## src/rtl/regfile_reader.sv

```systemverilog
// Burst reader: streams consecutive register file entries out
// through a single registered valid/ready output stage.
module regfile_reader #(
  parameter int DW    = 8,
  parameter int DEPTH = 256,
  parameter int AW    = $clog2(DEPTH)
) (
  input  logic          clk,
  input  logic          rst,
  input  logic          start,
  input  logic [AW-1:0] base,
  input  logic [AW:0]   len,
  input  logic          abort,
  output logic [AW-1:0] rf_addr,
  input  logic [DW-1:0] rf_rdata,
  output logic          m_valid,
  input  logic          m_ready,
  output logic [DW-1:0] m_data,
  output logic          m_last,
  output logic          busy,
  output logic          done
);

  typedef enum logic [1:0] {
    IDLE,
    RUN,
    DRAIN
  } state_t;

  localparam logic [AW:0]   DMAX  = (AW+1)'(DEPTH);
  localparam logic [AW-1:0] ALAST = AW'(DEPTH - 1);

  state_t        state;
  logic [AW-1:0] addr;
  logic [AW:0]   rem;
  logic          free;

  assign free    = !m_valid || m_ready;
  assign rf_addr = addr;
  assign busy    = (state != IDLE);

  always_ff @(posedge clk) begin
    if (rst) begin
      state   <= IDLE;
      addr    <= '0;
      rem     <= '0;
      m_valid <= 1'b0;
      m_data  <= '0;
      m_last  <= 1'b0;
      done    <= 1'b0;
    end else begin
      done <= 1'b0;
      // abort wins over any handshake and suppresses done
      if (busy && abort) begin
        state   <= IDLE;
        m_valid <= 1'b0;
        m_last  <= 1'b0;
      end else begin
        unique case (state)
          IDLE: begin
            if (start && !abort) begin
              addr  <= base;
              rem   <= (len > DMAX) ? DMAX : len;
              state <= (len == '0) ? DRAIN : RUN;
            end
          end
          RUN: begin
            if (free) begin
              m_data  <= rf_rdata;
              m_valid <= 1'b1;
              m_last  <= (rem == (AW+1)'(1));
              addr    <= (addr == ALAST) ? '0 : addr + AW'(1);
              rem     <= rem - (AW+1)'(1);
              if (rem == (AW+1)'(1)) begin
                state <= DRAIN;
              end
            end
          end
          DRAIN: begin
            if (free) begin
              m_valid <= 1'b0;
              m_last  <= 1'b0;
              done    <= 1'b1;
              state   <= IDLE;
            end
          end
          default: state <= IDLE;
        endcase
      end
    end
  end

endmodule

```

## config.mk

```make
export PLATFORM = sky130hd
export DESIGN_NAME = regfile_reader
export DESIGN_NICKNAME = d
export VERILOG_FILES = /design/src/rtl/regfile_reader.sv
export SDC_FILE = /design/constraint.sdc
export NUM_CORES = 1
export LEC_CHECK = 0
export ABC_AREA = 0
export BUFFER_PORTS_ARGS = -buffer_cell sky130_fd_sc_hd__buf_2
export CAP_MARGIN = 10
export CELL_PAD_IN_SITES_DETAIL_PLACEMENT = 2
export CELL_PAD_IN_SITES_GLOBAL_PLACEMENT = 2
export CORE_ASPECT_RATIO = 1.5
export CORE_MARGIN = 2
export CORE_UTILIZATION = 23
export CTS_CLUSTER_SIZE = 20
export DETAILED_ROUTE_END_ITERATION = 6
export PLACE_DENSITY = 0.66
export SLEW_MARGIN = 15
export SYNTH_ARGS = -nofsm -noshare
export SYNTH_HDL_FRONTEND = slang
export SYNTH_SLANG_ARGS = --single-unit
export TNS_END_PERCENT = 20
```

## constraint.sdc

```tcl
create_clock -name clk -period 2.5 [get_ports clk]
set_clock_uncertainty 0.15 [all_clocks]
set_input_delay 0.125 -clock clk [delete_from_list [all_inputs] [get_ports clk]]
set_output_delay 0.125 -clock clk [all_outputs]
set_load 0.05 [all_outputs]
```

==> Yosys cells after proc, flatten, opt, wreduce, memory -nomap -nowiden <==
Index checks and enable logic that the tools add are counted.
{ "word_totals": {"register_bits": 30, "input_bits": 30, "out_inout_bits": 20, "elab_cells": 56} }
{ "classes": {"addsub": 2, "magnitude_cmp": 1, "n_eq_ne": 8, "mux": 20, "bitwise": 2, "n_reduce_logical": 16} }
{ "ops": {"columns": ["operator", "count"], "rows": [
  ["9-bit 2-to-1 mux", 3],
  ["8-bit 2-to-1 mux", 3],
  ["9-bit case mux with 2 select lines", 1],
  ["8-bit case mux with 2 select lines", 1],
  ["2-bit 2-to-1 mux", 5],
  ["9-bit by 1-bit == test with 1-bit output, second input constant", 1],
  ["9-bit > comparator, second input constant", 1],
  ["9-bit zero test", 1],
  ["9-bit by 1-bit subtractor with 9-bit output, second input constant", 1],
  ["8-bit by 1-bit adder with 8-bit output, second input constant", 1],
  ["8-bit == test, second input constant", 1],
  ["2-bit != test, second input constant", 4],
  ["4-bit AND reduction", 2],
  ["2-bit case mux with 3 select lines", 1],
  ["3-bit AND reduction", 2],
  ["2-bit nonzero test", 3],
  ["1-bit 2-to-1 mux", 4],
  ["1-bit case mux with 2 select lines", 2],
  ["3-bit OR reduction", 1],
  ["2-bit by 1-bit == test with 1-bit output, second input constant", 1],
  ["2-bit == test, second input constant", 1],
  ["1-bit logical AND", 2],
  ["1-bit zero test", 2],
  ["2-bit zero test", 1],
  ["other kinds (3)", 4]
]} }

==> Depth between registers and ports, before layout <==
Gate-level depths: netlist of the first run.
{ "logic_depth": {"depth_word": 4, "mapped_depth": 6, "mapped_depth_nobuf": 6} }

==> Worst setup path after synthesis of the first run <==
Ideal clock, no wire load.
{ "synth_timing": {"path_type": "flip-flop to flip-flop", "startpoint": "reg addr[0] (netlist: rf_addr[0])", "endpoint": "reg addr[5] (netlist: rf_addr[5])", "arrival_time_ps": 1755, "required_time_ps": 2230, "setup_slack_ps": 475, "stages_incl_launch_ff": 6, "path_buffers": 0, "synth_period_minus_slack_ps": 2025, "cell_sequence": "dfxtp_1 ha_1 nand4_1 o21ai_0 nor2_1 a211o_1"} }
{ "synth_between": {"elab_chain_cells": 4} }
{ "synth_lines": {"columns": ["element", "line", "rtl"], "rows": [
  ["start: declaration", "34", "logic [AW-1:0] addr;"],
  ["start signal: assignment", "62", "addr <= base;"],
  ["start signal: assignment", "72", "addr <= (addr == ALAST) ? '0 : addr + AW'(1);"],
  ["8-bit by 1-bit adder with 8-bit output / 8-bit == test (equally long branches)", "72", null],
  ["8-bit 2-to-1 mux (*)", "72", null],
  ["8-bit 2-to-1 mux (*)", "68", "if (free) begin"],
  ["8-bit case mux with 2 select lines (*)", "59", "unique case (state)"]
]} }
Every way passes the cells marked *; elsewhere a longest branch is shown, timed or not. The select of a mux whose other input is x is not followed.
A chain may end at the register's enable or synchronous reset.

==> Worst setup path after layout of the first run <==
{ "layout_timing": {"startpoint": "reg rem[0]", "endpoint": "reg rem[8]"} }
{ "layout_between": {"elab_chain_cells": 3} }
{ "layout_lines": {"columns": ["element", "line", "rtl"], "rows": [
  ["start: declaration", "35", "logic [AW:0] rem;"],
  ["start signal: assignment", "63", "rem <= (len > DMAX) ? DMAX : len;"],
  ["start signal: assignment", "73", "rem <= rem - (AW+1)'(1);"],
  ["9-bit by 1-bit subtractor with 9-bit output", "73", null],
  ["9-bit 2-to-1 mux", "68", null],
  ["9-bit case mux with 2 select lines", "59", null]
]} }
Every way passes these cells. The select of a mux whose other input is x is not followed.

==> results of run 1 <==
-- kinds of logic after synthesis --
family	count (synthesis)	share of synthesized area [%]
and+or+nand+nor	81	26.9
AOI/OAI and AO/OA	61	24.9
DFF	30	34.5
buffers and inverters	23	6.97
muxes	8	4.60
adders and majority gates	3	2.16
-- per-stage QoR --
step	hold slack (ps)	setup WS, ps	instance area [um2]	instances
after floorplan	122	475	1740	206
after global placement	209	435	2090	350
after detailed placement	221	396	2090	350
after CTS	5.74	373	2270	367
after global routing	21.3	247	2270	367
final	9.28	418	2270	367
-- registers in the layout (all words and copies together), names as in the netlist --
name,count
done,1
m_data,8
m_last,1
m_valid,1
rem,9
rf_addr,8
state,2
-- routing by layer --
metal	track usage, %	up-vias	part of all wire (%)	wire (um)
li1	-	886	-	-
met1	18.5	910	42	2530
met2	28.0	46	54	3260
met3	2.55	8	3.4	206
met4	5.71	0	1.6	95
met5	0	-	0	0
-- final cells by class --
cell class              count  area share, %
well taps                 100           5.51
inverters                  10           1.65
clock inverters             2          0.551
repair buffers             66           17.4
flip-flops and latches     30           26.4
clock buffers               6           3.63
multi-input cells         153           44.8
-- worst max-delay path: cells and delay by family, from the launching register on --
kind / cells / cell delay (ps)
compound gates: 2 / 440
fa+ha+maj: 1 / 280
buf+inv: 1 / 110
flops: 1 / 370
simple gates: 2 / 650
-- power by group through the flow --
| stage | Clock [W] | Sequential, W | Combinational [W] |
|---|---|---|---|
| after floorplan | 0 | 0.000573 | 0.000133 |
| after global placement | 0 | 0.000540 | 0.000249 |
| after detailed placement | 0 | 0.000540 | 0.000252 |
| after CTS | 0.000442 | 0.000529 | 0.000264 |
| after global routing | 0.000455 | 0.000534 | 0.000289 |
| final | 0.000424 | 0.000529 | 0.000260 |
-- synth_stat cells (3+ instances only) --
library cell  number  area share [%]
dfxtp_1           30              35
nor2_1            23             5.0
o21ai_0           19             5.5
a21oi_1           13             3.7
inv_1             10             2.2
nand2_1            9             1.9
mux2i_1            8             4.6
nand3_1            6             1.7
and3_1             5             1.8
clkbuf_1           5             1.1
nor3_1             5             1.4
nor4_1             5             1.8
a211oi_1           4             1.7
a31oi_1            4             1.4
nand2b_1           4             1.4
nand4_1            4             1.4
a21o_1             3             1.3
buf_4              3             1.3
buf_6              3             1.9
ha_1               3             2.2
nor2b_1            3             1.1
or4_1              3             1.3
-- what timing repair did --
item                                   CTS  global route
hold buffers                             9             0
endpoints found under the hold margin    9             0
setup buffers                            0             0
-- path summary, 6_finish.rpt --
check / from / endpoint / depth (start not counted)
hold reg to reg: m_data[1]$_SDFFE_PP0P_ / m_data[1]$_SDFFE_PP0P_ / 2
hold / removal: len[0] / rem[0]$_SDFFE_PP0P_ / 3
setup reg to reg: rem[0]$_SDFFE_PP0P_ / rem[8]$_SDFFE_PP0P_ / 6
setup / recovery: rem[0]$_SDFFE_PP0P_ / rem[8]$_SDFFE_PP0P_ / 6
==> results by stage, run 1 <==
Status:
- The flow ran to the end, and the final reports show no timing, DRC or antenna violations.

Route:
- The detailed-router iteration count before antenna repair is 4.
- The wire length per cell is 16.6 um.
- For this block, the routed nets add up to 6100 um of wire.
- The detailed router finished its first iteration with 64 violations.
- The total number of vias is 1850.
- In this run the remaining antenna-violating nets after routing total 0.
- The total DRC errors in the routed layout is 0.
- Using the TritonRoute via totals, the vias-per-cell ratio works out to 5.04.

Logic synthesis:
- The total number of yosys warnings is 0.
- The share of the yosys chip area belonging to registers is 34.5%.
- The net count after synthesis is 239.
- Yosys mapped a number of flops with a built-in enable equal to 0.
- The most common flop cell mapped by yosys is dfxtp_1.
- The number of different library cells used by synthesis comes to 50.
- Counting flops and latches in the post-synthesis netlist gives 30.
- The average instance area after synthesis is 8.45 um2.
- Synthesis handed over a netlist of 206 instances.
- The post-synthesis async set-or-reset flop share is 0%.
- Summing every instance area after synthesis gives 1740 um2.

Power:
- The sum of internal, switching and leakage power is 0.00121 W.
- For this design the ratio of total power to cell area is 534 nW/um2.
- The clock group share of total power is 34.9%.
- In this run the static leakage power is 0.950 nW.
- In this run switching power makes up 32.4% of total power.
- Sequential cells burn 43.6% of the power.
- The share of total power dissipated in combinational logic is 21.5%.
- Across the VDD grid, the largest voltage drop is 0.228 mV.
- For this design the total switching power over the nets is 0.000394 W.
- Internal power comes to 0.000820 W.

Floorplanning:
- The initialized floorplan defines 38 standard-cell rows.
- The initial core utilization is 23.9%.
- The chip width is 75.0 um.
- Pin placement for this block handled 50 I/O pins.
- The vertical die dimension is 111 um.
- The core region area is 7270 um2.
- The die covers 8290 um2.

GRT:
- Entering global routing, the biggest net connects 20 pins.
- The initial antenna violation count is 0.
- The global-route wire length before repair is 10100 um.
- Global routing used 15.9% of the available tracks across all layers.
- The total congestion overflow after global routing is 0.
- The number of global-route vias before repair is 1990.

Worst hold path:
- The worst hold path belongs to the class in2reg.

Timing:
- The shortest period the worst path allows is 2080 ps.
- Derived from the worst setup path, the maximum achievable clock frequency is 0.480 GHz.
- Measured against its own limit, the worst slew margin works out to 58.6%.
- The number of failing setup endpoints in the final timing report is 0.
- The final-layout setup total negative slack is 0 ps.
- In the finished design, the share of the clock period the worst path needs comes to 83.3%.
- Setup repair after global routing left no endpoint under its margin.
- The final-report hold violation count came to 0.
- The count of pins over their slew limit came to 0.
- The transition time at the pin with the least slew margin is 616 ps.

Clock network:
- The number of gates resized after cts is 0.
- The count of clock tree sinks is 30.
- The root buffer cell chosen for the clock tree is clkbuf_8.
- CTS built an H-tree with a depth of 2.
- The clock latency at the later pin of the worst-skew pair is 290 ps.
- Clock-pin slew was measured on the worst setup and hold paths at 70 ps.
- TritonCTS built the clock tree.
- The number of CTS-inserted buffers is 5.
- The largest buffer count on any clock path is 2.

Place:
- The number of buffers inserted by port buffering is 49.
- The final weighted congestion of routability-driven global placement is 0.793.
- Detailed placement finished with a half-perimeter wire length of 4520 um.

Critical path:
- At the worst endpoint, the arrival time is 2120 ps.
- The worst setup path is captured at a flop.
- Walking the worst path, the cells encountered are inv_1 > ha_1 > or3b_2 > nor2_1 > o21ai_0 > a221oi_1.
- The kind of start point of the critical path is a flop.
- The classification of the worst setup path is reg2reg.
- Setup slack on the worst reg-to-reg path comes out at 420 ps.
- The largest fanout on the critical path is 6.
- For this design, the slowest cell found on the critical path is or3b_2.
- For the worst setup path, the data required time is 2540 ps.
- The delay of the slowest critical-path stage is 480 ps.

Finish:
- The most common library cell in the layout ignoring fill and taps is buf_2.
- At the end of the flow the core is filled with cells to 31.2%.
- Summing all flip-flop and latch instances after layout gives 601 um2.
- Leaving out fill and tap cells, the most frequent cells in the layout are buf_2 (49), dfxtp_1 (30), nor2_1 (23).
- The number of antenna diodes in the final layout is 0.
- The fraction of final layout cells sized beyond drive strength 1 is 28.8%.
- Compared with the post-synthesis result, the final layout area differs by 30.6%.
- The net count of the finished layout is 299.
- Fill cells in the final layout number 862.
- The area of the multi-input gates is 1020 um2.

Job:
- Max-cap violations in this run came to 0.
Power figures use the tool's default switching activity.
==> run 2, diff against run 1 <==
- clock period: 2.5 -> 2.1 ns (I/O delays scaled with it)
==> run 2 against run 1 <==
  * Via count increased by 2.1%
  * Sequential share of layout area decreased by 1.0 points
  * Register-to-register slack got worse by 270 ps
  * Global-route usage increased by 0.38 points
  * Hold slack improved by 27 ps
  * Flip-flop and latch count unchanged
  * Die area unchanged
  * Clock-buffer cell count increased by 1
  * Largest power group unchanged
  * Highest routed layer unchanged
==> results by stage, run 2 (synthesized netlist as in run 1, its figures left out) <==
Timing:
- The number of failing setup endpoints in the final timing report is 0.
- The shortest period the worst path allows is 1950 ps.
- The part of the cycle the worst path needs is 93.0%.
- The maximum clock frequency is 0.512 GHz.
- The count of pins over their slew limit is 0.
- The final-report hold violation count is 0.
- In the post-route analysis, the smallest setup slack over all paths is 146 ps.
- Setup repair after global routing left no endpoint under its margin.
- The transition time at the pin with the least slew margin is 639 ps.
- In the final timing run, aggregate negative setup slack is 0 ps.
- Measured against its own limit, the worst slew margin works out to 57.0%.
- The hold slack is 36.3 ps.

Floorplanning:
- After floorplanning, the core was sized to cover 7270 um2.
- From left edge to right edge, the die measures 75.0 um.
- In this run the count of I/O pins placed on the die edge is 50.
- The vertical die dimension is 111 um.
- The die outline area is 8290 um2.
- The floorplan has 38 rows.
- The initial utilization of the core area, before any placement, comes to 23.9%.

Critical path:
- In this run the worst setup path terminates at rem[8]$_SDFFE_PP0P_.
- The required time at the worst-slack endpoint is 2140 ps.
- The kind of start point of the critical path is a flop.
- The startpoint of the worst register-to-register path is rem[0]$_SDFFE_PP0P_.
- The largest fanout on the critical path is 6.
- The critical path arrival is 1990 ps.
- The setup slack on the worst flop-to-flop path is 150 ps.
- For the worst flop-to-flop path, the logic depth is 6.
- The worst register-to-register path ends at rem[8]$_SDFFE_PP0P_.
- The setup path with the least slack is of type reg2reg.
- The critical path starts at rem[0]$_SDFFE_PP0P_.
- STA classifies the critical path endpoint as a flop.

Place:
- At the end of routability-driven placement, the weighted congestion stood at 0.755.
- Detailed placement finished with a half-perimeter wire length of 4640 um.
- Port buffering added 49 buffers.
- The setup slack after placement is 118 ps.

Clock network:
- Post-CTS timing repair inserted 0 buffers for setup.
- The count of clock tree sinks is 30.
- For the worst-skew pair, the clock arrives at the later sink with an insertion delay of 280 ps.
- The CTS tree is done.
- The clock transition at the registers of the reported paths is 70 ps.
- The maximum level of the CTS H-tree is 2.
- The clock passes through at most 2 buffers.
- The root buffer cell chosen for the clock tree is clkbuf_8.
- The number of clock buffers added by TritonCTS is 5.

GRT:
- The initial antenna violation count is 0.
- Entering global routing, the biggest net connects 23 pins.
- The combined global-route utilization of all metal layers is 16.2%.
- The number of global-route vias before repair was 2103.
- The first global-routing pass estimated 10400 um of wire.
- The total congestion overflow after global routing is 0.

Finish:
- After the last flow step, the layout net total stands at 307.
- The register name with the most flops is rem.
- The most common library cell in the layout ignoring fill and taps is buf_2.
- Leaving out fill and tap cells, the most frequent cells in the layout are buf_2 (49), dfxtp_1 (30), nor2_1 (23).
- The flip-flop count of the largest register, all copies and words added is 9.
- From synthesis to final layout, the design area changed by 35.8%.
- The count of fill cells added during filler insertion is 854.
- Cells with a size suffix above 1 make up 29.8% of the layout.
- The number of antenna diodes in the final layout is 0.

Route:
- The total DRC errors in the routed layout is 0.
- The first detailed-routing pass ran for 4 iterations.
- The number of DRC markers in iteration 0 is 47.
- After detailed routing, the average wire length per cell comes to 16.6 um.
- The routed layout has 1888 vias.
- The ratio of routed vias to standard cells is 5.03.
- The final layout contains routed wiring with a total length of 6230 um.
- The count of antenna-violating nets left after detailed routing is 0.

Power:
- In this run the power density over the cells is 617 nW/um2.
- The analysis attributes to cell leakage a power of 0.997 nW.
- The worst-case IR drop observed on VDD is 0.366 mV.

Worst hold path:
- The type of the most critical hold path is in2reg.

Job:
- Max-cap violations in this run came to 0.

Status:
- The run finished with clean final reports.
## run 2: cell count changes in the layout (fill, tap and decap cells not counted), sizes merged
cell	delta
buf	+5
clkinvlp	-1
clkbuf	+1
dlygate4sd3	+3
## run 2: routing by layer
metal	wire, um	vias to the layer above	GRT usage (%)
met5	0	-	0
met4	109	0	5.12
met3	207	10	3.38
met2	3410	43	29.4
met1	2500	937	18.1
li1	-	898	-
## run 2: how the worst min path moves through the flow
stage                                         end  cells past startpoint  slack (ps)        start
after floorplan            m_data[0]$_SDFFE_PP0P_                      2         100  rf_rdata[0]
after global placement     m_data[0]$_SDFFE_PP0P_                      3         190  rf_rdata[0]
after detailed placement   m_data[7]$_SDFFE_PP0P_                      3         200  rf_rdata[7]
after CTS                 rf_addr[3]$_SDFFE_PP0P_                      5          30      base[3]
after global routing       m_data[4]$_SDFFE_PP0P_                      2          40          rst
final                      m_data[3]$_SDFFE_PP0P_                      2          40          rst
## run 2: worst max-delay path: stages, from the launching register on
cell,delay [ps]
dfxtp_1,370
inv_1,100
ha_2,240
or3b_2,470
nor2_1,150
o21ai_0,90
a221oi_1,290
## run 2: layout make-up
class | count | area, um2 | area share (%)
Multi-Input combinational cell | 153 | 1020 | 43.2
Sequential cell | 30 | 601 | 25.4
Timing Repair Buffer | 74 | 488 | 20.6
Tap cell | 100 | 125 | 5.29
Clock buffer | 7 | 86.3 | 3.65
Inverter | 10 | 37.5 | 1.59
Clock inverter | 1 | 5.00 | 0.212
## run 2: timing repair
| action | in CTS | in global routing |
|---|---|---|
| endpoints found under the setup margin | 0 | 1 |
| hold buffers | 12 | 0 |
| gates resized for setup | 0 | 1 |
| endpoints found under the hold margin | 12 | 0 |
## run 2: where the power goes
group	total, W	internal (W)	switching, W
logic	0.000334	0.000133	0.000201
registers	0.000627	0.000595	0.0000318
clock network	0.000498	0.000264	0.000233
total	0.00146	0.000993	0.000466
## run 2: per-stage QoR
stage,cells,power (W),util [%],area [um2]
finish,375,0.00146,32.5,2360
global route,375,0.00155,32.5,2360
CTS,375,0.00149,32.5,2360
detailed placement,355,0.000959,29.5,2150
global placement,355,0.000952,29.5,2150
floorplan,206,0.000840,-,1740
